--- config.mk ---
export PLATFORM = sky130hd
export DESIGN_NAME = hazard_controller
export DESIGN_NICKNAME = d
export VERILOG_FILES = /design/src/rtl/hazard_controller.sv
export SDC_FILE = /design/constraint.sdc
export NUM_CORES = 1
export LEC_CHECK = 0
export CORE_MARGIN = 10
export CORE_UTILIZATION = 42
export DETAILED_ROUTE_END_ITERATION = 8
export PLACE_DENSITY = 0.95
export SYNTH_ARGS = -nofsm -noshare
export SYNTH_HDL_FRONTEND = slang
export SYNTH_SLANG_ARGS = --single-unit
--- constraint.sdc ---
create_clock -name clk -period 5 [get_ports clk]
set_input_delay 1 -clock clk [delete_from_list [all_inputs] [get_ports clk]]
set_output_delay 1 -clock clk [all_outputs]
set_load 0.005 [all_outputs]
--- src/rtl/hazard_controller.sv ---
// Hazard detection, stall/flush control, operand forwarding selects and the
// multiply/divide busy sequencer for the 5-stage MIPS pipeline.
module hazard_controller #(
   parameter int MDU_CYCLES = 32
) (
   input  logic       clk,
   input  logic       rst,
   input  logic [4:0] RsD,
   input  logic [4:0] RtD,
   input  logic [4:0] RsE,
   input  logic [4:0] RtE,
   input  logic [4:0] WriteRegE,
   input  logic [4:0] WriteRegM,
   input  logic [4:0] WriteRegW,
   input  logic       RegWriteE,
   input  logic       RegWriteM,
   input  logic       RegWriteW,
   input  logic       MemtoRegE,
   input  logic       MemtoRegM,
   input  logic       BranchD,
   input  logic       JumpD,
   input  logic       PCSrcD,
   input  logic       MduStartD,
   input  logic       MduStartE,
   input  logic       MfhiloD,
   output logic       StallF,
   output logic       StallD,
   output logic       FlushD,
   output logic       FlushE,
   output logic       ForwardAD,
   output logic       ForwardBD,
   output logic [1:0] ForwardAE,
   output logic [1:0] ForwardBE,
   output logic       MduBusy,
   output logic       MduDone
);

   localparam int CW = $clog2(MDU_CYCLES) + 1;

   typedef enum logic [1:0] {
      S_IDLE = 2'd0,
      S_BUSY = 2'd1,
      S_DONE = 2'd2
   } state_t;

   state_t          r_state;
   state_t          w_state_nxt;
   logic [CW-1:0]   r_cnt;
   logic [CW-1:0]   w_cnt_nxt;
   logic            w_busy;
   logic            w_done;
   logic            w_lwstall;
   logic            w_brstall;
   logic            w_mdustall;
   logic            w_stall;
   logic [1:0]      w_fae;
   logic [1:0]      w_fbe;
   logic            w_fad;
   logic            w_fbd;

   always_ff @(posedge clk) begin
      if (rst) begin
         r_state <= S_IDLE;
         r_cnt   <= '0;
      end else begin
         r_state <= w_state_nxt;
         r_cnt   <= w_cnt_nxt;
      end
   end

   // A start arriving while BUSY cannot happen (mdustall holds it in D) and is ignored.
   always_comb begin
      w_state_nxt = r_state;
      w_cnt_nxt   = r_cnt;
      case (r_state)
         S_IDLE: begin
            if (MduStartE) begin
               w_state_nxt = S_BUSY;
               w_cnt_nxt   = CW'(MDU_CYCLES - 1);
            end
         end
         S_BUSY: begin
            if (r_cnt == '0) w_state_nxt = S_DONE;
            else             w_cnt_nxt   = r_cnt - CW'(1);
         end
         S_DONE: begin
            if (MduStartE) begin
               w_state_nxt = S_BUSY;
               w_cnt_nxt   = CW'(MDU_CYCLES - 1);
            end else begin
               w_state_nxt = S_IDLE;
            end
         end
         default: w_state_nxt = S_IDLE;
      endcase
   end

   always_comb begin
      w_busy = (r_state == S_BUSY);
      w_done = (r_state == S_DONE);
   end

   always_comb begin
      w_fae = 2'b00;
      if (RsE != 5'd0 && RsE == WriteRegM && RegWriteM)      w_fae = 2'b10;
      else if (RsE != 5'd0 && RsE == WriteRegW && RegWriteW) w_fae = 2'b01;
      w_fbe = 2'b00;
      if (RtE != 5'd0 && RtE == WriteRegM && RegWriteM)      w_fbe = 2'b10;
      else if (RtE != 5'd0 && RtE == WriteRegW && RegWriteW) w_fbe = 2'b01;
      w_fad = (RsD != 5'd0) && (RsD == WriteRegM) && RegWriteM;
      w_fbd = (RtD != 5'd0) && (RtD == WriteRegM) && RegWriteM;

      w_lwstall  = MemtoRegE && (RtE != 5'd0) && ((RtE == RsD) || (RtE == RtD));
      w_brstall  = BranchD &&
                   ((RegWriteE && (WriteRegE != 5'd0) &&
                     ((WriteRegE == RsD) || (WriteRegE == RtD))) ||
                    (MemtoRegM && (WriteRegM != 5'd0) &&
                     ((WriteRegM == RsD) || (WriteRegM == RtD))));
      w_mdustall = (MfhiloD || MduStartD) && (MduStartE || w_busy);
      w_stall    = w_lwstall || w_brstall || w_mdustall;
   end

   // During reset the pipeline drains: front end runs, both buffers clear.
   always_comb begin
      if (rst) begin
         StallF    = 1'b0;
         StallD    = 1'b0;
         FlushD    = 1'b1;
         FlushE    = 1'b1;
         ForwardAD = 1'b0;
         ForwardBD = 1'b0;
         ForwardAE = 2'b00;
         ForwardBE = 2'b00;
         MduBusy   = 1'b0;
         MduDone   = 1'b0;
      end else begin
         StallF    = w_stall;
         StallD    = w_stall;
         FlushD    = (PCSrcD || JumpD) && !w_stall;
         FlushE    = w_stall;
         ForwardAD = w_fad;
         ForwardBD = w_fbd;
         ForwardAE = w_fae;
         ForwardBE = w_fbe;
         MduBusy   = w_busy;
         MduDone   = w_done;
      end
   end

endmodule

==> results of run 1 <==
-- cell families after synthesis --
| logic type | count (synthesis) | synth area share (%) |
|---|---|---|
| flip-flops | 8 | 13.5 |
| XOR/XNOR | 54 | 39.7 |
| AO/OA/AOI/OAI | 17 | 10.9 |
| AND/OR/NAND/NOR | 57 | 28.2 |
| adder cells (fa/ha/maj) | 1 | 1.05 |
| buffers and inverters | 15 | 6.62 |
-- per-stage QoR --
step | total power, mW | instance area, um^2 | util [%] | setup WS [ps] | hold slack [ps]
CTS | 0.281 | 1770 | 64.8 | 757 | 508
floorplan | 0.168 | 1190 | - | 1740 | 440
global route | 0.299 | 1770 | 64.8 | 670 | 532
finish | 0.278 | 1770 | 64.8 | 778 | 496
global placement | 0.226 | 1750 | 63.9 | 837 | 480
detailed placement | 0.230 | 1750 | 63.9 | 755 | 495
-- layer usage --
layer | global-route usage (%) | part of all wire, % | vias to the layer above
met5 | 0 | 0 | -
met4 | 3.16 | 0.86 | 0
met3 | 5.17 | 8.6 | 4
met2 | 24.3 | 52 | 43
met1 | 14.6 | 38 | 539
li1 | - | - | 625
-- area by class of cell --
type	count	area, um^2	share of cell area, %
Inverter	2	7.51	0.424
Sequential cell	8	160	9.05
Clock buffer	3	22.5	1.27
Timing Repair Buffer	59	591	33.4
Multi-Input combinational cell	129	951	53.7
Tap cell	31	38.8	2.19
-- cells in the final DEF, fill, tap and decap left out, types with 2 or more instances in the layout --
master            n
a211oi_1          2
a21oi_1           3
clkbuf_4          3
clkdlybuf4s50_1  59
dfxtp_1           8
inv_1             2
nand2_1           7
nand2b_1          2
nand3_1           6
nand4_1           4
nor2_1            6
nor2b_1           7
nor3_1            8
nor4_1            4
o22ai_1           2
or4_1             5
xnor2_1          41
xor2_1           13
-- power by group through the flow --
stage	Clock (mW)	Sequential (mW)	Combinational, mW
2_1_floorplan	0	0.0780	0.0895
3_3_place_gp	0	0.0794	0.146
3_5_place_dp	0	0.0798	0.150
4_1_cts	0.0515	0.0785	0.151
5_1_grt	0.0553	0.0794	0.165
6_report	0.0491	0.0787	0.150
-- registers in the layout (all words and copies together) (netlist names) --
name,count
r_state,2
r_cnt,6
-- final timing paths --
| kind | cells after the start | slack (ps) | endpoint |
|---|---|---|---|
| worst max-delay path | 7 | 780 | FlushD |
| worst min-delay path | 1 | 500 | r_state[1]$_SDFFE_PP0P_ |
| worst max register to register | 7 | 3150 | r_cnt[4]$_SDFFE_PP0P_ |
| worst min register to register | 1 | 500 | r_state[1]$_SDFFE_PP0P_ |
==> summary.md, run 1 <==
| Metric | Value |
|---|---|
| CTS tree | `yes` |
| Synth top cells by count | `xnor2_1, xor2_1, dfxtp_1, nor3_1` |
| FILL cells | `226` |
| Row count | `19` |
| Cell area after synthesis | `1190 um^2` |
| Critical-path top delay cell | `or4_4` |
| Cell mode on critical path | `clkdlybuf4s50_1` |
| Flops & latches, synth | `8` |
| Vias per cell | `5.22` |
| Endpoint class of the critical path | `primary output` |
| Logic pwr share | `54.0%` |
| Worst-skew pair later-pin latency | `260 ps` |
| Crit share post-route | `84.4%` |
| Most frequent cell after synthesis | `xnor2_1` |
| Initial Utilization | `43.5%` |
| Final-report hold violation count | `0` |
| CTS Buffer Depth | `2` |
| EDFF count, synth | `0` |
| Nets@finish | `252` |
| IO Port Bufs | `59` |
| Grt total ovfl | `0` |
| Post-Route WL | `3610 um` |
| F_max | `0.237 GHz` |
| P_sw | `0.0923 mW` |
| Ys async rst share | `0%` |
| Setup tns final | `0 ps` |
| Crit Path Class | `in -> out` |
| Synth-to-Final Area Change | `48.8%` |
| Area leader, netlist | `xnor2_1` |
| Max-slew violation count | `0` |
| Worst vdd ir | `0.000155 V` |
| Sequential area share after synthesis | `13.5%` |
| Global-route wire length before repair | `6070 um` |
| RSZ-0062 raised after global routing | `no` |
| Setup bufs post-CTS | `0` |
| Final GP Congestion | `0.880` |
| TritonCTS Buffers | `3` |
| Power Internal | `0.185 mW` |
| Clk sinks | `8` |
| First drt pass iteration count | `4` |
| P_leak | `0.577 nW` |
| Maximum fanout along the worst path | `5` |
| Distinct cells, synth | `39` |
| Crit-path cells | `clkdlybuf4s50_1, or4_4, nor2_4, nor2b_1, a21oi_2, a41o_1, clkdlybuf4s50_1` |
| GRT Util Overall | `13.6%` |
| Crit path max-delay family | `buffers and inverters` |
| Core footprint | `2730 um^2` |
| # diodes | `0` |
| Status | `finished clean` |
| Die Height | `73.2 um` |
| Initial antenna violation count | `0` |
| Critical Path RT | `4000 ps` |
| Synthesized area per cell | `7.83 um^2` |
| Final min period | `4220 ps` |
| Root Buffer | `clkbuf_4` |
| Clock Power Share | `17.7%` |
| Relative slew margins | `62.7%` |
| Slew @ Worst Pin | `558 ps` |
| Die width | `73.2 um` |
| Top-level I/O count | `60` |
| Cell total after placement | `229` |
| Largest net degree at the start of global routing | `17` |
| WL per Instance | `15.6 um` |
| # hold bufs at CTS | `0` |
| Vias in the first global route | `1,284` |
| Setup crit start | `RtE[1]` |
| Post_cts resized | `0` |
| Syn Inst Count | `152` |
| Leading post-synthesis cells by cell area | `xnor2_1, dfxtp_1, xor2_1` |
| Hold/Removal Path Class | `reg -> reg` |
| Post-Syn Nets | `201` |
| Clock-pin transition on the worst setup and hold timing paths | `50 ps` |
| R2R Path Start | `r_cnt[0]$_SDFFE_PP0P_` |
| Switching portion of total power | `33.2%` |
| Finished Layout Cells | `232` |
| Power Dens Cells | `157 nW/um^2` |
| # DRC | `0` |
| Final antenna-violating net count | `0` |
| DP HPWL | `3180 um` |
| Yosys top cell area share | `30.2%` |
| Die ar. | `5360 um^2` |
| Critical Path Source Type | `input port` |
| Finish-stage setup viols | `0` |
| Max incr delay on CP | `600 ps` |
| CP Buf/Inv Count | `2` |
| Hold path startpoint | `r_cnt[5]$_SDFFE_PP0P_` |
| Clk_skew | `7.93 ps` |
| Share of power burned in registers | `28.3%` |
| Vias | `1,211` |
| Ratio of cells with drive above 1 in the final layout | `4.98%` |
| Crit path DAT | `3220 ps` |
| Most used DFF post-synth | `dfxtp_1` |
| Max-capacitance violation count | `0` |
| Yosys warnings | `0` |
| Initial drt markers | `50` |
| H-tree depth | `1` |
Power figures use the tool's default switching activity.
==> inputs of run 2 (changes only) <==
CORE_UTILIZATION = 40   (was 42)
PLACE_DENSITY = 0.91   (was 0.95)
clock period = 4 ns   (was 5 ns; I/O delays follow)
==> summary.md, run 2 (synthesized netlist as in run 1, its figures left out) <==
| Metric | Value |
|---|---|
| Biggest regs | `r_cnt x6, r_state x2 (unchanged)` |
| Most frequent cells in the layout | `clkdlybuf4s50_1, xnor2_1, xor2_1, nor3_1, dfxtp_1 (unchanged)` |
| F_max | `0.271 GHz` |
| Power, Total | `0.354 mW (was 0.278 mW)` |
| Finished Cell Area | `1820 um^2 (was 1770 um^2)` |
| CTS tree | `yes (unchanged)` |
| Critical Path Source Type | `input port (unchanged)` |
| Clk sinks | `8 (unchanged)` |
| Core Util, Final | `64.7% (was 64.8%)` |
| Grt total ovfl | `0 (unchanged)` |
| Finished Layout Cells | `238 (was 232)` |
| Crit share post-route | `92.3%` |
| Largest net degree at the start of global routing | `10 (was 17)` |
| Crit path DAT | `2890 ps (was 3220 ps)` |
| Ratio of cells with drive above 1 in the final layout | `7.73% (was 4.98%)` |
| Cell total after placement | `235 (was 229)` |
| Max-capacitance violation count | `0 (unchanged)` |
| Initial drt markers | `40 (was 50)` |
| Commonest non-fill, non-tap cell in the layout | `clkdlybuf4s50_1 (unchanged)` |
| Final antenna-violating net count | `0 (unchanged)` |
| Die Height | `74.5 um (was 73.2 um)` |
| Crit-path cells | `clkdlybuf4s50_1, or4_1, o211ai_1, a21o_1, a41o_1, clkdlybuf4s50_1 (was clkdlybuf4s50_1, or4_4, nor2_4, nor2b_1, a21oi_2, a41o_1, clkdlybuf4s50_1)` |
| CTS Buffer Depth | `2 (unchanged)` |
| Post_cts resized | `0 (unchanged)` |
| Slew @ Worst Pin | `500 ps (was 558 ps)` |
| Global-route wire length before repair | `6150 um (was 6070 um)` |
| Vias | `1,260 (was 1,211)` |
| Status | `finished clean (unchanged)` |
| # DRC | `0 (unchanged)` |
| Crit path max-delay family | `buffers and inverters (unchanged)` |
| Final-report hold violation count | `0 (unchanged)` |
| Nets@finish | `258 (was 252)` |
| Worst-skew pair later-pin latency | `250 ps (was 260 ps)` |
| Row count | `19 (unchanged)` |
| Vias in the first global route | `1,397 (was 1,284)` |
| Max incr delay on CP | `570 ps (was 600 ps)` |
| Critical Path RT | `3200 ps (was 4000 ps)` |
| RSZ-0062 raised after global routing | `no (unchanged)` |
| Post-Route WL | `3670 um (was 3610 um)` |
| Worst vdd ir | `0.0000760 V (was 0.000155 V)` |
| Max FFs per register | `6 (unchanged)` |
| DP HPWL | `3210 um (was 3180 um)` |
| Multi-input gate area | `951 um^2 (unchanged)` |
| Final min period | `3690 ps` |
| Placement Setup Slack | `306 ps (was 755 ps)` |
| P_leak | `0.606 nW (was 0.577 nW)` |
| Initial antenna violation count | `0 (unchanged)` |
| Sequential Area | `160 um^2 (unchanged)` |
| Critical-path top delay cell | `or4_1 (was or4_4)` |
| TritonCTS Buffers | `3 (unchanged)` |
| Setup bufs post-CTS | `0 (unchanged)` |
| WL per Instance | `15.4 um (was 15.6 um)` |
| FILL cells | `239 (was 226)` |
| GRT Util Overall | `13.4% (was 13.6%)` |
| Synth-to-Final Area Change | `52.6% (was 48.8%)` |
| Initial Utilization | `42.4% (was 43.5%)` |
| Relative slew margins | `66.6% (was 62.7%)` |
| First drt pass iteration count | `4 (unchanged)` |
| H-tree depth | `1 (unchanged)` |
| CP Buf/Inv Count | `2 (unchanged)` |
| Final worst slack | `307 ps (was 778 ps)` |
| Vias per cell | `5.29 (was 5.22)` |
| Setup tns final | `0 ps (unchanged)` |
| Final GP Congestion | `0.935 (was 0.880)` |
| # diodes | `0 (unchanged)` |
| Die width | `74.5 um (was 73.2 um)` |
| Clock-pin transition on the worst setup and hold timing paths | `50 ps (about the same)` |
| Endpoint class of the critical path | `primary output (unchanged)` |
| Minimum hold slack | `479 ps (was 496 ps)` |
| Root Buffer | `clkbuf_4 (unchanged)` |
| Clk_skew | `1.23 ps (was 7.93 ps)` |
| Finish-stage setup viols | `0 (unchanged)` |
| Top-level I/O count | `60 (unchanged)` |
| Core footprint | `2810 um^2 (was 2730 um^2)` |
| IO Port Bufs | `59 (unchanged)` |
| Setup slack, reg-to-reg | `2120 ps (was 3150 ps)` |
| Crit Path Class | `in -> out (unchanged)` |
| Power Dens Cells | `195 nW/um^2 (was 157 nW/um^2)` |
| Cell mode on critical path | `clkdlybuf4s50_1 (unchanged)` |
| Hold/Removal Path Class | `reg -> reg (unchanged)` |
| Largest Register | `r_cnt (unchanged)` |
| Maximum fanout along the worst path | `5 (unchanged)` |
| Die ar. | `5560 um^2 (was 5360 um^2)` |
| # hold bufs at CTS | `0 (unchanged)` |
| Max-slew violation count | `0 (unchanged)` |
| Dpl cell area | `1790 um^2 (was 1750 um^2)` |
run 2: layout make-up:
type	instances	share of cell area, %
multi-input combinational	129	52.4
timing repair buffer	65	35.0
sequential	8	8.82
tap	31	2.14
clock buffer	3	1.24
inverter	2	0.414
run 2: power by group:
part           switching, mW  internal (mW)
Combinational         0.0824          0.112
Sequential           0.00925         0.0893
Clock                 0.0265         0.0343
Total                  0.118          0.236
run 2: per-layer routing:
layer  global-route usage [%]  routed length [um]  share of wire, %
met5                        0                   0                 0
met4                     3.15                  15              0.41
met3                     3.19                 235               6.4
met2                     26.0                1990                54
met1                     13.9                1430                39
run 2: path summary, 6_finish.rpt:
check                        start                       to  cells after the start
max                   WriteRegM[1]                   FlushD                      6
min          r_cnt[5]$_SDFFE_PP0P_  r_state[1]$_SDFFE_PP0P_                      1
max reg2reg  r_cnt[0]$_SDFFE_PP0P_    r_cnt[3]$_SDFFE_PP0P_                      7
min reg2reg  r_cnt[5]$_SDFFE_PP0P_  r_state[1]$_SDFFE_PP0P_                      1
run 2: worst reg2reg max path: stages, from the launching register on:
cell and delay (ps):
dfxtp_1 340, inv_1 60, ha_1 150, or3b_4 390, o31a_1 370, o21ai_2 170, xor2_1 200, a21oi_1 90
==> inputs of run 3 (changes only) <==
--- a/config.mk
+++ b/config.mk
@@ -7,2 +7,3 @@
 export LEC_CHECK = 0
+export CAP_MARGIN = 40
 export CORE_MARGIN = 10
==> constraint.sdc (replaced) <==
create_clock -name clk -period 3.6 [get_ports clk]
set_input_delay 0.72 -clock clk [delete_from_list [all_inputs] [get_ports clk]]
set_output_delay 0.72 -clock clk [all_outputs]
set_load 0.1 [all_outputs]
==> summary.md, run 3 (synthesized netlist as in run 1, its figures left out) <==
| Metric | Value |
|---|---|
| Power Internal | `0.274 mW (was 0.236 mW)` |
| Biggest regs | `r_cnt x6, r_state x2 (unchanged)` |
| CTS Buffer Depth | `2 (unchanged)` |
| # DRC | `0 (unchanged)` |
| Initial Utilization | `42.4% (unchanged)` |
| Power Dens Cells | `230 nW/um^2 (was 195 nW/um^2)` |
| Die width | `74.5 um (unchanged)` |
| Most frequent cells in the layout | `clkdlybuf4s50_1, xnor2_1, xor2_1, buf_12, dfxtp_1 (was clkdlybuf4s50_1, xnor2_1, xor2_1, nor3_1, dfxtp_1)` |
| WL per Instance | `15.7 um (was 15.4 um)` |
| First drt pass iteration count | `4 (unchanged)` |
| Max incr delay on CP | `540 ps (was 570 ps)` |
| Die Height | `74.5 um (unchanged)` |
| Crit Path Class | `in -> out (unchanged)` |
| GRT Util Overall | `13.6% (was 13.4%)` |
| Slew @ Worst Pin | `612 ps (was 500 ps)` |
| Initial drt markers | `56 (was 40)` |
| Minimum hold slack | `492 ps (was 479 ps)` |
| Setup tns final | `0 ps (unchanged)` |
| H-tree depth | `1 (unchanged)` |
| Relative slew margins | `58.8% (was 66.6%)` |
| CP Buf/Inv Count | `2 (unchanged)` |
| Clock Power Share | `15.4% (was 17.2%)` |
| Finish-stage setup viols | `0 (unchanged)` |
| Clk_skew | `0.835 ps (was 1.23 ps)` |
| Share of power burned in registers | `24.1% (was 27.9%)` |
| Synth-to-Final Area Change | `65.9% (was 52.6%)` |
| Initial antenna violation count | `0 (unchanged)` |
| Power, Total | `0.454 mW (was 0.354 mW)` |
| Vias in the first global route | `1,360 (was 1,397)` |
| RR Endpoint | `r_cnt[4]$_SDFFE_PP0P_ (was r_cnt[3]$_SDFFE_PP0P_)` |
| Critical Path Source Type | `input port (unchanged)` |
| P_sw | `0.180 mW (was 0.118 mW)` |
| F_max | `0.296 GHz` |
| Post_cts resized | `0 (unchanged)` |
| Grt total ovfl | `0 (unchanged)` |
| # hold bufs at CTS | `0 (unchanged)` |
| CTS tree | `yes (unchanged)` |
| Setup slack, reg-to-reg | `1680 ps (was 2120 ps)` |
| DP HPWL | `3380 um (was 3210 um)` |
| Top-level I/O count | `60 (unchanged)` |
| Hold Path Stages | `1 (unchanged)` |
| Worst-skew pair later-pin latency | `250 ps (about the same)` |
| Global-route wire length before repair | `6200 um (was 6150 um)` |
| Multi-input gate area | `1000 um^2 (was 951 um^2)` |
| Core footprint | `2810 um^2 (unchanged)` |
| Final antenna-violating net count | `0 (unchanged)` |
| Nets@finish | `258 (unchanged)` |
| Sequential Area | `160 um^2 (unchanged)` |
| Crit share post-route | `93.7%` |
| Ratio of cells with drive above 1 in the final layout | `16.4% (was 7.73%)` |
| TritonCTS Buffers | `3 (unchanged)` |
| Logic pwr share | `60.5% (was 55.0%)` |
| Clock-pin transition on the worst setup and hold timing paths | `60 ps (was 50 ps)` |
| Switching portion of total power | `39.7% (was 33.4%)` |
| Hold path startpoint | `r_cnt[5]$_SDFFE_PP0P_ (unchanged)` |
| Max-capacitance violation count | `0 (unchanged)` |
| Status | `finished clean (unchanged)` |
| Crit-path cells | `clkdlybuf4s50_1, or4_1, nor2_1, nor4_1, nor4_4, buf_12 (was clkdlybuf4s50_1, or4_1, o211ai_1, a21o_1, a41o_1, clkdlybuf4s50_1)` |
| Setup crit start | `RsE[1] (was WriteRegM[1])` |
| Largest Register | `r_cnt (unchanged)` |
| RSZ-0062 raised after global routing | `no (unchanged)` |
| Largest net degree at the start of global routing | `10 (unchanged)` |
| Final GP Congestion | `0.862 (was 0.935)` |
| Setup bufs post-CTS | `0 (unchanged)` |
| Critical Path RT | `2880 ps (was 3200 ps)` |
| Vias | `1,253 (was 1,260)` |
| Final-report hold violation count | `0 (unchanged)` |
| Worst R2R Path Depth | `7 (unchanged)` |
| P_leak | `0.667 nW (was 0.606 nW)` |
| Worst vdd ir | `0.000115 V (was 0.0000760 V)` |
| Crit path max-delay family | `simple AND/OR/NAND/NOR gates (was buffers and inverters)` |
| Post-Route WL | `3730 um (was 3670 um)` |
| Max FFs per register | `6 (unchanged)` |
| Die ar. | `5560 um^2 (unchanged)` |
| Vias per cell | `5.26 (was 5.29)` |
| FILL cells | `233 (was 239)` |
| Clk sinks | `8 (unchanged)` |
| Maximum fanout along the worst path | `3 (was 5)` |
| Commonest non-fill, non-tap cell in the layout | `clkdlybuf4s50_1 (unchanged)` |
| Hold/Removal Path Class | `reg -> reg (unchanged)` |
| R2R Path Start | `r_cnt[0]$_SDFFE_PP0P_ (unchanged)` |
| WP depth | `6 (unchanged)` |
| Final min period | `3370 ps` |
| Root Buffer | `clkbuf_4 (unchanged)` |
| Row count | `19 (unchanged)` |
| Worst setup path end | `ForwardAE[0] (was FlushD)` |
| Critical-path top delay cell | `or4_1 (unchanged)` |
| Max-slew violation count | `0 (unchanged)` |
| Crit path DAT | `2650 ps (was 2890 ps)` |
| IO Port Bufs | `59 (unchanged)` |
| Endpoint class of the critical path | `primary output (unchanged)` |
| # diodes | `0 (unchanged)` |
[run 3: cell types whose count changed in the layout (fill, tap and decap cells not counted)]
cell,previous run,this run
a31oi_1,1,0
a31oi_4,0,1
buf_12,0,11
buf_4,6,7
clkdlybuf4s50_1,59,47
nor3_1,8,6
nor3_2,0,2
nor3b_1,1,0
nor3b_2,0,1
nor4_1,4,2
nor4_2,0,1
nor4_4,0,1
[run 3: final cells by class]
type	count	share of cell area, %
tap	31	1.96
inverter	2	0.380
clock buffer	3	1.14
multi-input combinational	129	50.8
sequential	8	8.11
timing repair buffer	65	37.6
[run 3: worst min-delay path by stage]
| stage | endpoint | slack, ps |
|---|---|---|
| final | r_state[1]$_SDFFE_PP0P_ | 490 |
| after global routing | r_state[1]$_SDFFE_PP0P_ | 530 |
| after CTS | r_state[1]$_SDFFE_PP0P_ | 480 |
| after detailed placement | r_state[1]$_SDFFE_PP0P_ | 470 |
| after global placement | r_state[1]$_SDFFE_PP0P_ | 470 |
| after floorplan | r_state[1]$_SDFFE_PP0P_ | 440 |
[run 3: power groups by stage]
stage / logic [mW] / clock network (mW) / registers (mW)
floorplan: 0.170 / 0 / 0.108
global placement: 0.268 / 0 / 0.110
detailed placement: 0.275 / 0 / 0.111
CTS: 0.276 / 0.0704 / 0.109
global route: 0.294 / 0.0758 / 0.111
finish: 0.275 / 0.0701 / 0.109
[run 3: through the flow]
step	setup slack, ps	cell area, um^2	utilization (%)	cells
after floorplan	-430	1240	-	152
after global placement	297	1950	69.6	235
after detailed placement	222	1950	69.6	235
after CTS	222	1970	70.4	238
after global routing	120	1970	70.4	238
final	226	1970	70.4	238
[run 3: layer usage]
metal / routed length (um) / track usage, % / up-vias
li1: - / - / 640
met1: 1520 / 14.2 / 577
met2: 2020 / 26.6 / 32
met3: 164 / 3.19 / 4
met4: 28 / 3.36 / 0
met5: 0 / 0 / -
